[src/rtl/cmdl_rx_m.sv]
// cmdl_rx_m: command-link frame receiver.
// Receives 5-byte frames of the form HDR, MOD, ADDR, DATA, CHK. CHK is the
// 8-bit wrap-around sum of MOD, ADDR and DATA. A frame that passes the
// checksum is presented on cmdl_* with a one-cycle cmdl_vld strobe. A bad
// checksum or an inter-byte timeout produces a one-cycle error pulse.
//
// state  | meaning
// -------+------------------------------------------------------------
// S_IDLE | hunting for the header byte; every other byte is dropped
// S_MOD  | header seen; the next byte is the mode/module byte
// S_ADDR | the next byte is the register address
// S_DATA | the next byte is the write data
// S_CHK  | the next byte is the checksum, compared with the running sum
module cmdl_rx_m #(
  parameter logic [7:0]  HDR  = 8'h5A,
  parameter logic [15:0] TOUT = 16'd50000
) (
  input  logic        clk_sys,
  input  logic        rst_n,
  input  logic [7:0]  rx_data,
  input  logic        rx_vld,
  output logic [7:0]  cmdl_mod,
  output logic [7:0]  cmdl_addr,
  output logic [7:0]  cmdl_data,
  output logic        cmdl_vld,
  output logic        busy,
  output logic        err_chk,
  output logic        err_tout,
  output logic [15:0] cnt_ok,
  output logic [15:0] cnt_err
);

  typedef enum logic [2:0] {
    S_IDLE = 3'd0,
    S_MOD  = 3'd1,
    S_ADDR = 3'd2,
    S_DATA = 3'd3,
    S_CHK  = 3'd4
  } state_t;

  // Terminal count of the inter-byte timer.
  localparam logic [15:0] TOUT_TC = TOUT - 16'd1;

  state_t      state_q, state_d;
  logic [7:0]  sum_q;
  logic [7:0]  sh_mod_q, sh_addr_q, sh_data_q;
  logic [15:0] tcnt_q;
  logic        frm_ok, frm_bad, tout_fire;

  // State register.
  always_ff @(posedge clk_sys or negedge rst_n) begin
    if (!rst_n) state_q <= S_IDLE;
    else        state_q <= state_d;
  end

  // Next-state logic and frame verdicts. An arriving byte always has
  // priority over a timeout firing in the same cycle.
  always_comb begin
    state_d   = state_q;
    frm_ok    = 1'b0;
    frm_bad   = 1'b0;
    tout_fire = 1'b0;
    if (rx_vld) begin
      case (state_q)
        S_IDLE:  if (rx_data == HDR) state_d = S_MOD;
        S_MOD:   state_d = S_ADDR;
        S_ADDR:  state_d = S_DATA;
        S_DATA:  state_d = S_CHK;
        S_CHK: begin
          state_d = S_IDLE;
          if (sum_q == rx_data) frm_ok  = 1'b1;
          else                  frm_bad = 1'b1;
        end
        default: state_d = S_IDLE;
      endcase
    end else if (state_q != S_IDLE && tcnt_q == TOUT_TC) begin
      tout_fire = 1'b1;
      state_d   = S_IDLE;
    end
  end

  // Shadow registers and running sum. Payload bytes are not examined, so a
  // header value inside the payload is ordinary data.
  always_ff @(posedge clk_sys or negedge rst_n) begin
    if (!rst_n) begin
      sum_q     <= 8'h00;
      sh_mod_q  <= 8'h00;
      sh_addr_q <= 8'h00;
      sh_data_q <= 8'h00;
    end else if (rx_vld) begin
      case (state_q)
        S_IDLE: if (rx_data == HDR) sum_q <= 8'h00;
        S_MOD: begin
          sh_mod_q <= rx_data;
          sum_q    <= sum_q + rx_data;
        end
        S_ADDR: begin
          sh_addr_q <= rx_data;
          sum_q     <= sum_q + rx_data;
        end
        S_DATA: begin
          sh_data_q <= rx_data;
          sum_q     <= sum_q + rx_data;
        end
        default: ;
      endcase
    end
  end

  // Inter-byte timer: counts silent cycles while a frame is in progress.
  always_ff @(posedge clk_sys or negedge rst_n) begin
    if (!rst_n)                                       tcnt_q <= 16'd0;
    else if (rx_vld || state_q == S_IDLE || tout_fire) tcnt_q <= 16'd0;
    else                                              tcnt_q <= tcnt_q + 16'd1;
  end

  // Command outputs and one-cycle status pulses, registered one cycle after
  // the deciding byte or timeout.
  always_ff @(posedge clk_sys or negedge rst_n) begin
    if (!rst_n) begin
      cmdl_mod  <= 8'h00;
      cmdl_addr <= 8'h00;
      cmdl_data <= 8'h00;
      cmdl_vld  <= 1'b0;
      err_chk   <= 1'b0;
      err_tout  <= 1'b0;
    end else begin
      cmdl_vld <= frm_ok;
      err_chk  <= frm_bad;
      err_tout <= tout_fire;
      if (frm_ok) begin
        cmdl_mod  <= sh_mod_q;
        cmdl_addr <= sh_addr_q;
        cmdl_data <= sh_data_q;
      end
    end
  end

  // Saturating frame counters; a checksum error and a timeout cannot both
  // occur in one cycle, and the error counter steps by one regardless.
  always_ff @(posedge clk_sys or negedge rst_n) begin
    if (!rst_n) begin
      cnt_ok  <= 16'd0;
      cnt_err <= 16'd0;
    end else begin
      if (frm_ok && cnt_ok != 16'hFFFF)                   cnt_ok  <= cnt_ok + 16'd1;
      if ((frm_bad || tout_fire) && cnt_err != 16'hFFFF) cnt_err <= cnt_err + 16'd1;
    end
  end

  assign busy = (state_q != S_IDLE);

endmodule
[config.mk]
export PLATFORM = sky130hd
export DESIGN_NAME = cmdl_rx_m
export DESIGN_NICKNAME = d
export VERILOG_FILES = /design/src/rtl/cmdl_rx_m.sv
export SDC_FILE = /design/constraint.sdc
export NUM_CORES = 1
export LEC_CHECK = 0
export CAP_MARGIN = 5
export CORE_UTILIZATION = 40
export CTS_CLUSTER_SIZE = 30
export DETAILED_ROUTE_END_ITERATION = 10
export SYNTH_ARGS = -nofsm -noshare
export SYNTH_HDL_FRONTEND = slang
export SYNTH_SLANG_ARGS = --single-unit
[constraint.sdc]
create_clock -name clk_sys -period 2.4 [get_ports clk_sys]
set_input_delay 0.72 -clock clk_sys [delete_from_list [all_inputs] [get_ports clk_sys]]
set_output_delay 0.72 -clock clk_sys [all_outputs]
set_load 0.005 [all_outputs]
# Word-level counts from Yosys, hierarchy flattened

Cells that the tools add are included.

Register bits: 110
Word-level logic and storage cells: 60
Output and inout bits: 60

Add/subtract/negate cells: 4
Reduce and logical (&&, ||, !) cells: 16
Equal/unequal tests: 11
Mux-type cells: 15

Operators with widths:

| operator                                                              | number |
|---|---|
| 16-bit by 1-bit adder with 16-bit output, second input constant       | 3 |
| 16-bit inequality test, second input constant                         | 2 |
| 16-bit equality test, second input constant                           | 1 |
| 16-bit 2-to-1 mux                                                     | 1 |
| 8-bit case mux with 2 select lines                                    | 1 |
| 3-bit case mux with 4 select lines                                    | 1 |
| 3-bit 2-to-1 mux                                                      | 3 |
| 8-bit adder                                                           | 1 |
| 8-bit by 7-bit equality test with 1-bit output, second input constant | 1 |
| 8-bit equality test                                                   | 1 |
| 1-bit 2-to-1 mux                                                      | 8 |
| 8-bit 2-to-1 mux                                                      | 1 |
| 2-bit AND reduction                                                   | 4 |
| 3-bit by 2-bit equality test with 1-bit output, second input constant | 2 |
| 2-bit nonzero test                                                    | 2 |
| 3-bit by 1-bit equality test with 1-bit output, second input constant | 1 |
| 3-bit equality test, second input constant                            | 1 |
| 1-bit logical AND                                                     | 3 |
| 3-bit zero test                                                       | 1 |
| 1-bit logical OR                                                      | 3 |
| 3-bit inequality test, second input constant                          | 1 |
| 3-bit AND reduction                                                   | 1 |
| 3-bit nonzero test                                                    | 1 |
| 3-bit OR reduction                                                    | 1 |
| 2-bit inequality test, second input constant                          | 1 |

# Logic depth before layout (Yosys ltp)

Gate-level depths: netlist (run 1).

Word-level depth: 6
Mapped depth: 9

# Least setup slack after synthesis (run 1)

No wires, ideal clock.

Path type: input -> register
Start: input port rx_data[5]
End: register cnt_ok[15]
Library setup time: 0.079 ns
Buffers on the path: 0
Arrival time: 2.399 ns
Path slack: -0.078 ns
Stages on the path: 7
Cell sequence: ha_1 -> nor4_4 -> nand4b_4 -> a31oi_4 -> nand4_4 -> nor3_2 -> xor2_1

Cells in the longest elaborated chain, start to end: 5

Ends and longest elaborated chain:

| element              | RTL line | text |
|---|---|---|
| from (decl)          | 20       | `input logic [7:0] rx_data,` |
| 8-bit equality test  | 71       | `if (sum_q == rx_data) frm_ok = 1'b1;` |
| 1-bit 2-to-1 mux     | 71       |  |
| 1-bit 2-to-1 mux     | 64       | `case (state_q)` |
| 1-bit 2-to-1 mux     | 63       | `if (rx_vld) begin` |
| 1-bit logical AND    | 146      | `if (frm_ok && cnt_ok != 16'hFFFF) cnt_ok <= cnt_ok + 16'd1;` |
| to (signal assigned) | 146      |  |
| to (decl)            | 29       | `output logic [15:0] cnt_ok,` |

No other way between the ends.
A chain may end at the register's enable or synchronous reset.

# Worst setup path in the final report (run 1)

Start: register state_q[1]
End: output port busy

Cells in the longest elaborated chain, start to end: 1

Ends and longest elaborated chain:

| element                | RTL line | text |
|---|---|---|
| from (decl)            | 44       | `state_t state_q, state_d;` |
| from (signal assigned) | 53       | `else state_q <= state_d;` |
| 3-bit nonzero test     | 151      | `assign busy = (state_q != S_IDLE);` |
| to (decl)              | 26       | `output logic busy,` |

No other way between the ends.

==> results.cfg, run 1 <==
[timing]
finalSetupViolCount = 0
hold_slack_ns = 0.324
fin_crit_sh = 0.970
worst_slew_pin_slew_ns = 0.477
max_clock_freq_ghz = 0.430
maxSlewViolCount = 0
period_minus_slack_ns = 2.33
relSlewSlack = 0.682
hold_violations = 0
rsz0062_at_grt = yes
tns_ns = 0
skew_ns = 0.00650

[routing]
viasPerCell = 5.11
drt_iter0_markers = 145
dr.pass1.iters = 4
drtAntennaViolNets = 0
vias = 3379
wl_microns = 10600
post_drt_wl_per_cell_microns = 16.0
drc = 0

[finish]
syn_to_final_growth_pct = 33.0
nNetsFinal = 531
diodes = 0
drive_above_1_share = 0.251

[die]
start_util = 0.409
core_sq_um = 12000
io_pins = 71
die_y_microns = 113
fp-row-count = 40
die_x_microns = 113
dieArea_sq_um = 12700

[global_route]
use_met1 = 0.247
grt_overflow = 0
antenna_found_initial = 0
first_global_vias = 3488
top_usage_layer = met2
grt_pass1_wl_microns = 17900
met3_usage = 0.0493
track_usage = 0.182
grt_max_degree = 39
grt_util_met2 = 0.292

[critical_path]
worst_setup_path_start_kind = flop
worst_ep_arrival_time_ns = 1.61
r2r_start = tcnt_q[11]$_DFF_PN0_
critPathLaunch = state_q[1]$_DFFE_PN0P_
critical_path_peak_fanout = 7
crit_type = flop to output pin
cp.required_ns = 1.68
endpoint_kind = output pin

[yosys]
syn_area_sq_um = 4920
syn_area_per_cell_sq_um = 12.4
ys.flop_type = dfrtp_1
synth_cell_type_count = 42
synth_top_cell_by_area = dfrtp_1
synth_nets = 420
ys_ff_latch = 110
yosys_warnings = 0
synth_area_leaders = dfrtp_1, mux2_2, xnor2_1, xor2_1, nor2_1
ys_seq_area_frac = 0.560
synth_top_area_share = 0.560
synthCells = 398
synth_edf_count = 0
postSynth.asyncResetShare = 1.00

[clock_tree]
numClockSinks = 110
cts.htree.levels = 3
clkLatencyLatePin_ns = 0.34
cts_root_buf = clkbuf_16
cts_tree = yes
clock_path_buffers = 2
ctsHoldBuffers = 0
clkTransAtPathRegs_ns = 0.07
cts_inserted_buffers = 9

[hold_path]
hp-class = input port to asynchronous set/reset pin

[pwr]
p_switching_uw = 1540
pwr-share-comb = 0.266
seq_power_share = 0.449
p_leak_uw = 0.00297
powerDensity_nw_per_um2 = 825
internal_power_uw = 3860
clkPwrFrac = 0.284
p_sw_frac = 0.285
ir_drop_uv = 527

[job]
drv_cap = 0

[placement]
io_buffers = 70
dp_hpwl_microns = 7290
globalplace.congestion = 0.788

[outcome]
outcome = complete, no violations
[sequential cells by signal, indices dropped and copies added, names as in the netlist]
name       cells
cmdl_addr      8
cmdl_data      8
cmdl_mod       8
cmdl_vld       1
cnt_err       16
cnt_ok        16
err_chk        1
err_tout       1
sh_addr_q      8
sh_data_q      8
sh_mod_q       8
state_q        3
sum_q          8
tcnt_q        16
[worst max-delay path: stages, from the launching register on]
cell	delay (ns)
dfrtp_2	0.47
nor3_4	0.23
inv_1	0.11
clkdlybuf4s50_1	0.45
[cells in the final DEF (no fill, tap or decap), types with 2 or more instances in the layout]
cell type	instances
nand4_1	12
nor3_1	5
o41ai_1	3
ha_1	3
nor2b_1	4
inv_1	8
dfrtp_2	3
nand3_1	16
clkbuf_8	2
nand3b_1	2
clkbuf_16	9
a21oi_1	5
a31oi_4	3
nand2_1	28
dlygate4sd2_1	6
mux2_2	50
nor2_1	33
o21ai_0	6
nand4b_1	2
xor2_1	19
and3_1	11
nor4bb_1	2
and2_1	2
dfrtp_1	107
ha_4	7
xnor2_1	29
clkdlybuf4s50_1	61
nor4b_1	2
nand2b_1	3
and4_1	3
buf_12	3
a22o_1	3
buf_4	35
nor3_4	3
[metal layers]
| metal | up-vias | share of wire | wire [microns] |
|---|---|---|---|
| li1 | 1620 | - | - |
| met1 | 1677 | 0.48 | 5090 |
| met2 | 70 | 0.47 | 4950 |
| met3 | 12 | 0.041 | 432 |
| met4 | 0 | 0.011 | 116 |
| met5 | - | 0 | 0 |
[power groups by stage]
stage / clock [uW] / sequential, uW / combinational (uW)
after floorplan: 0 / 2340 / 918
after global placement: 0 / 2410 / 1330
after detailed placement: 0 / 2430 / 1370
after CTS: 1590 / 2410 / 1420
after global routing: 1670 / 2470 / 1600
final: 1530 / 2420 / 1440
[path summary, 6_finish.rpt]
check | to | slack (ns) | cells past startpoint
setup / recovery | busy | 0.07 | 3
hold / removal | state_q[0]$_DFFE_PN0P_ | 0.32 | 1
setup reg to reg | cnt_err[1]$_DFFE_PN0P_ | 0.22 | 6
hold reg to reg | cnt_ok[4]$_DFFE_PN0P_ | 0.50 | 1
max in group asynchronous | cmdl_data[0]$_DFFE_PN0P_ | 1.36 | 3
min in group clk_sys | cnt_ok[4]$_DFFE_PN0P_ | 0.50 | 1
[synthesized netlist by cell type (3+ instances only)]
cell type / number
o21ai_0: 6
nand3_1: 16
and3_1: 12
dfrtp_1: 110
a22o_1: 3
and4_1: 3
nand2b_1: 3
nand2_1: 28
a21oi_1: 5
nor3_1: 7
nor2b_1: 4
mux2_2: 50
inv_1: 8
nor2_1: 34
o41ai_1: 3
nand4_1: 12
xnor2_1: 30
xor2_1: 19
ha_1: 10
clkbuf_1: 5
[metrics by stage]
step                      power, uW   util  worst slack [ns]  cell area (sq um)  instances
final                          5390  0.545            0.0730               6540        661
after global routing           5730  0.545           -0.0234               6540        661
after CTS                      5420  0.541            0.0123               6500        660
after detailed placement       3790  0.509            -0.583               6110        642
after global placement         3740  0.509            -0.517               6110        642
after floorplan                3260      -           0.00626               4970        398
[cell type report]
type	instances	area, sq um
inverters	8	30.0
well taps	147	184
clock inverters	4	53.8
flip-flops and latches	110	2760
clock buffers	12	256
fillers	1062	5470
repair buffers	107	1000
multi-input cells	273	2260
[kinds of logic (layout without fill, tap and decap cells)]
logic type                 Yosys count  after routing  synth area share
AOI/OAI and AO/OA                   25             26            0.0394
adders and majority gates           11             11            0.0295
muxes                               51             51             0.117
xor gates and xnor gates            49             49            0.0873
DFF                                110            110             0.560
buffers and inverters               16            131            0.0140
and+or+nand+nor                    136            136             0.153
[repair_timing]
action | 4_1_cts | 5_1_grt
setup buffers | 1 | 1
resized for setup | 14 | 12
setup endpoints to repair | 32 | 17
gates cloned | 1 | 0
endpoints found under the hold margin | 0 | 0
pin swaps | 4 | 6
Power figures use the tool's default switching activity.
==> run 2: changes to the inputs <==
--- a/config.mk
+++ b/config.mk
@@ -9,6 +9,7 @@
 export CORE_UTILIZATION = 40
 export CTS_CLUSTER_SIZE = 30
 export DETAILED_ROUTE_END_ITERATION = 10
+export SLEW_MARGIN = 20
 export SYNTH_ARGS = -nofsm -noshare
 export SYNTH_HDL_FRONTEND = slang
 export SYNTH_SLANG_ARGS = --single-unit
==> results of run 2 <==
Same layout as run 1: the final DEF is identical, and so are final timing and power.
==> run 3: changes to the inputs <==
--- a/config.mk
+++ b/config.mk
@@ -9,7 +9,7 @@
 export CORE_UTILIZATION = 40
 export CTS_CLUSTER_SIZE = 30
 export DETAILED_ROUTE_END_ITERATION = 10
-export SLEW_MARGIN = 20
+export GPL_TIMING_DRIVEN = 0
 export SYNTH_ARGS = -nofsm -noshare
 export SYNTH_HDL_FRONTEND = slang
 export SYNTH_SLANG_ARGS = --single-unit
==> results.cfg, run 3 (synthesis gave the netlist of run 1 again) <==
[die]
die_y_microns = 113
dieArea_sq_um = 12700
core_sq_um = 12000
fp-row-count = 40
start_util = 0.409
io_pins = 71
die_x_microns = 113

[critical_path]
r2r_start = sum_q[3]$_DFFE_PN0P_
cpPeakStageDelay_ns = 0.43
timing.rr.end = cnt_err[1]$_DFFE_PN0P_
crit_slowest_cell = ha_2
worst_setup_path_start_kind = input port
critical_path_peak_fanout = 6
worst_ep_arrival_time_ns = 2.58
cp.required_ns = 2.64
crit_type = input port to flop
path_cells = clkdlybuf4s15_2, ha_2, nor4_4, buf_4, a31oi_4, a21oi_4, a31oi_4, buf_4, mux2_2
worstRegToRegCells = 8
endpoint_kind = flop
r2r_slack_ns = 0.27

[placement]
io_buffers = 70
placed_area_sq_um = 5880
globalplace.congestion = 0.764
dp_slack_ns = -0.977
dp_hpwl_microns = 6880

[pwr]
p_switching_uw = 1530
powerDensity_nw_per_um2 = 829
p_leak_uw = 0.00286
clkPwrFrac = 0.298
seq_power_share = 0.453
ir_drop_uv = 473
internal_power_uw = 3740
p_sw_frac = 0.291
pwr-share-comb = 0.248

[routing]
post_drt_wl_per_cell_microns = 15.9
drtAntennaViolNets = 0
wl_microns = 10300
drt_iter0_markers = 196
vias = 3290
dr.pass1.iters = 4
drc = 0
viasPerCell = 5.10

[timing]
hold_slack_ns = 0.376
worst_slew_pin_slew_ns = 0.606
relSlewSlack = 0.596
fin_ws_ns = 0.0542
period_minus_slack_ns = 2.35
max_clock_freq_ghz = 0.426
skew_ns = 0.00968
maxSlewViolCount = 0
rsz0062_at_grt = yes
fin_crit_sh = 0.977
tns_ns = 0
hold_violations = 0
finalSetupViolCount = 0

[clock_tree]
clkTransAtPathRegs_ns = 0.07
clock_path_buffers = 2
cts_root_buf = clkbuf_16
clkLatencyLatePin_ns = 0.36
numClockSinks = 110
cts_tree = yes
cts.htree.levels = 3
cts_inserted_buffers = 9

[finish]
fin_area_sq_um = 6360
syn_to_final_growth_pct = 29.3
top_regs = cnt_err: 16 flops, cnt_ok: 16 flops, tcnt_q: 16 flops
most-common-layout-cells = dfrtp_1, clkdlybuf4s50_1, mux2_2
utilization = 0.529
drive_above_1_share = 0.225
diodes = 0
nNetsFinal = 515
final_common_cell = dfrtp_1

[hold_path]
hp-class = input port to asynchronous set/reset pin

[global_route]
grt_max_degree = 67
track_usage = 0.173
first_global_vias = 3322
antenna_found_initial = 0
grt_overflow = 0
grt_pass1_wl_microns = 17000

[job]
drv_cap = 0

[outcome]
outcome = complete, no violations
==> run 3: changes by cell type in the layout (fill, tap and decap cells not counted), moves of 2 or more <==
cell	delta
ha_4	-2
dlygate4sd2_1	-5
buf_4	-20
buf_2	+4
buf_12	-3
clkdlybuf4s15_2	+3
clkbuf_1	+3
==> run 3: how the worst max path moves through the flow <==
stage                           from                endpoint  slack, ns  cells after the start
after floorplan           rx_data[2]  cnt_ok[15]$_DFFE_PN0P_      0.006                      7
after global placement         rst_n  cnt_err[8]$_DFFE_PN0P_      -3.72                      1
after detailed placement  rx_data[3]  cnt_ok[13]$_DFFE_PN0P_      -0.98                      8
after CTS                 rx_data[7]  cnt_err[8]$_DFFE_PN0P_      0.003                      8
after global routing      rx_data[1]  cnt_err[8]$_DFFE_PN0P_      -0.04                     10
final                     rx_data[5]  cnt_err[1]$_DFFE_PN0P_       0.05                      9
==> run 3: area by class of cell <==
| type | instances | area [sq um] |
|---|---|---|
| Sequential cell | 110 | 2760 |
| Fill cell | 1093 | 5650 |
| Tap cell | 147 | 184 |
| Multi-Input combinational cell | 272 | 2220 |
| Timing Repair Buffer | 85 | 823 |
| Inverter | 8 | 30.0 |
| Clock buffer | 12 | 256 |
| Clock inverter | 4 | 53.8 |
| Buffer | 7 | 37.5 |
==> run 3: critical path, delay by kind of cell <==
kind / cells / cell delay (ns)
muxes: 1 / 0.31
buffers and inverters: 3 / 0.56
and+or+nand+nor: 1 / 0.06
AOI/OAI and AO/OA: 3 / 0.50
adders and majority gates: 1 / 0.43
==> run 3: per-layer routing <==
layer / routed length (microns) / up-vias / track usage
met4: 87 / 0 / 0.0395
li1: - / 1585 / -
met3: 531 / 10 / 0.0573
met5: 0 / - / 0
met2: 4800 / 64 / 0.273
met1: 4860 / 1631 / 0.231
==> run 3: power groups by stage <==
| stage | registers [uW] | logic [uW] | clock network [uW] |
|---|---|---|---|
| after floorplan | 2340 | 918 | 0 |
| after global placement | 2390 | 1200 | 0 |
| after detailed placement | 2400 | 1230 | 0 |
| after CTS | 2370 | 1290 | 1610 |
| after global routing | 2440 | 1450 | 1700 |
| final | 2390 | 1310 | 1570 |
==> run 3: metrics by stage <==
step           cells  total power [uW]
3_5_place_dp     616              3630
4_1_cts          639              5270
6_report         645              5270
3_3_place_gp     615              3590
5_1_grt          645              5590
2_1_floorplan    398              3260
==> run 3: what timing repair did <==
item,in CTS,in global routing
pin swaps,4,6
buffers inserted,7,7
setup endpoints to repair,75,27
resized for setup,31,11
hold endpoints to repair,0,0
hold buffers,0,0
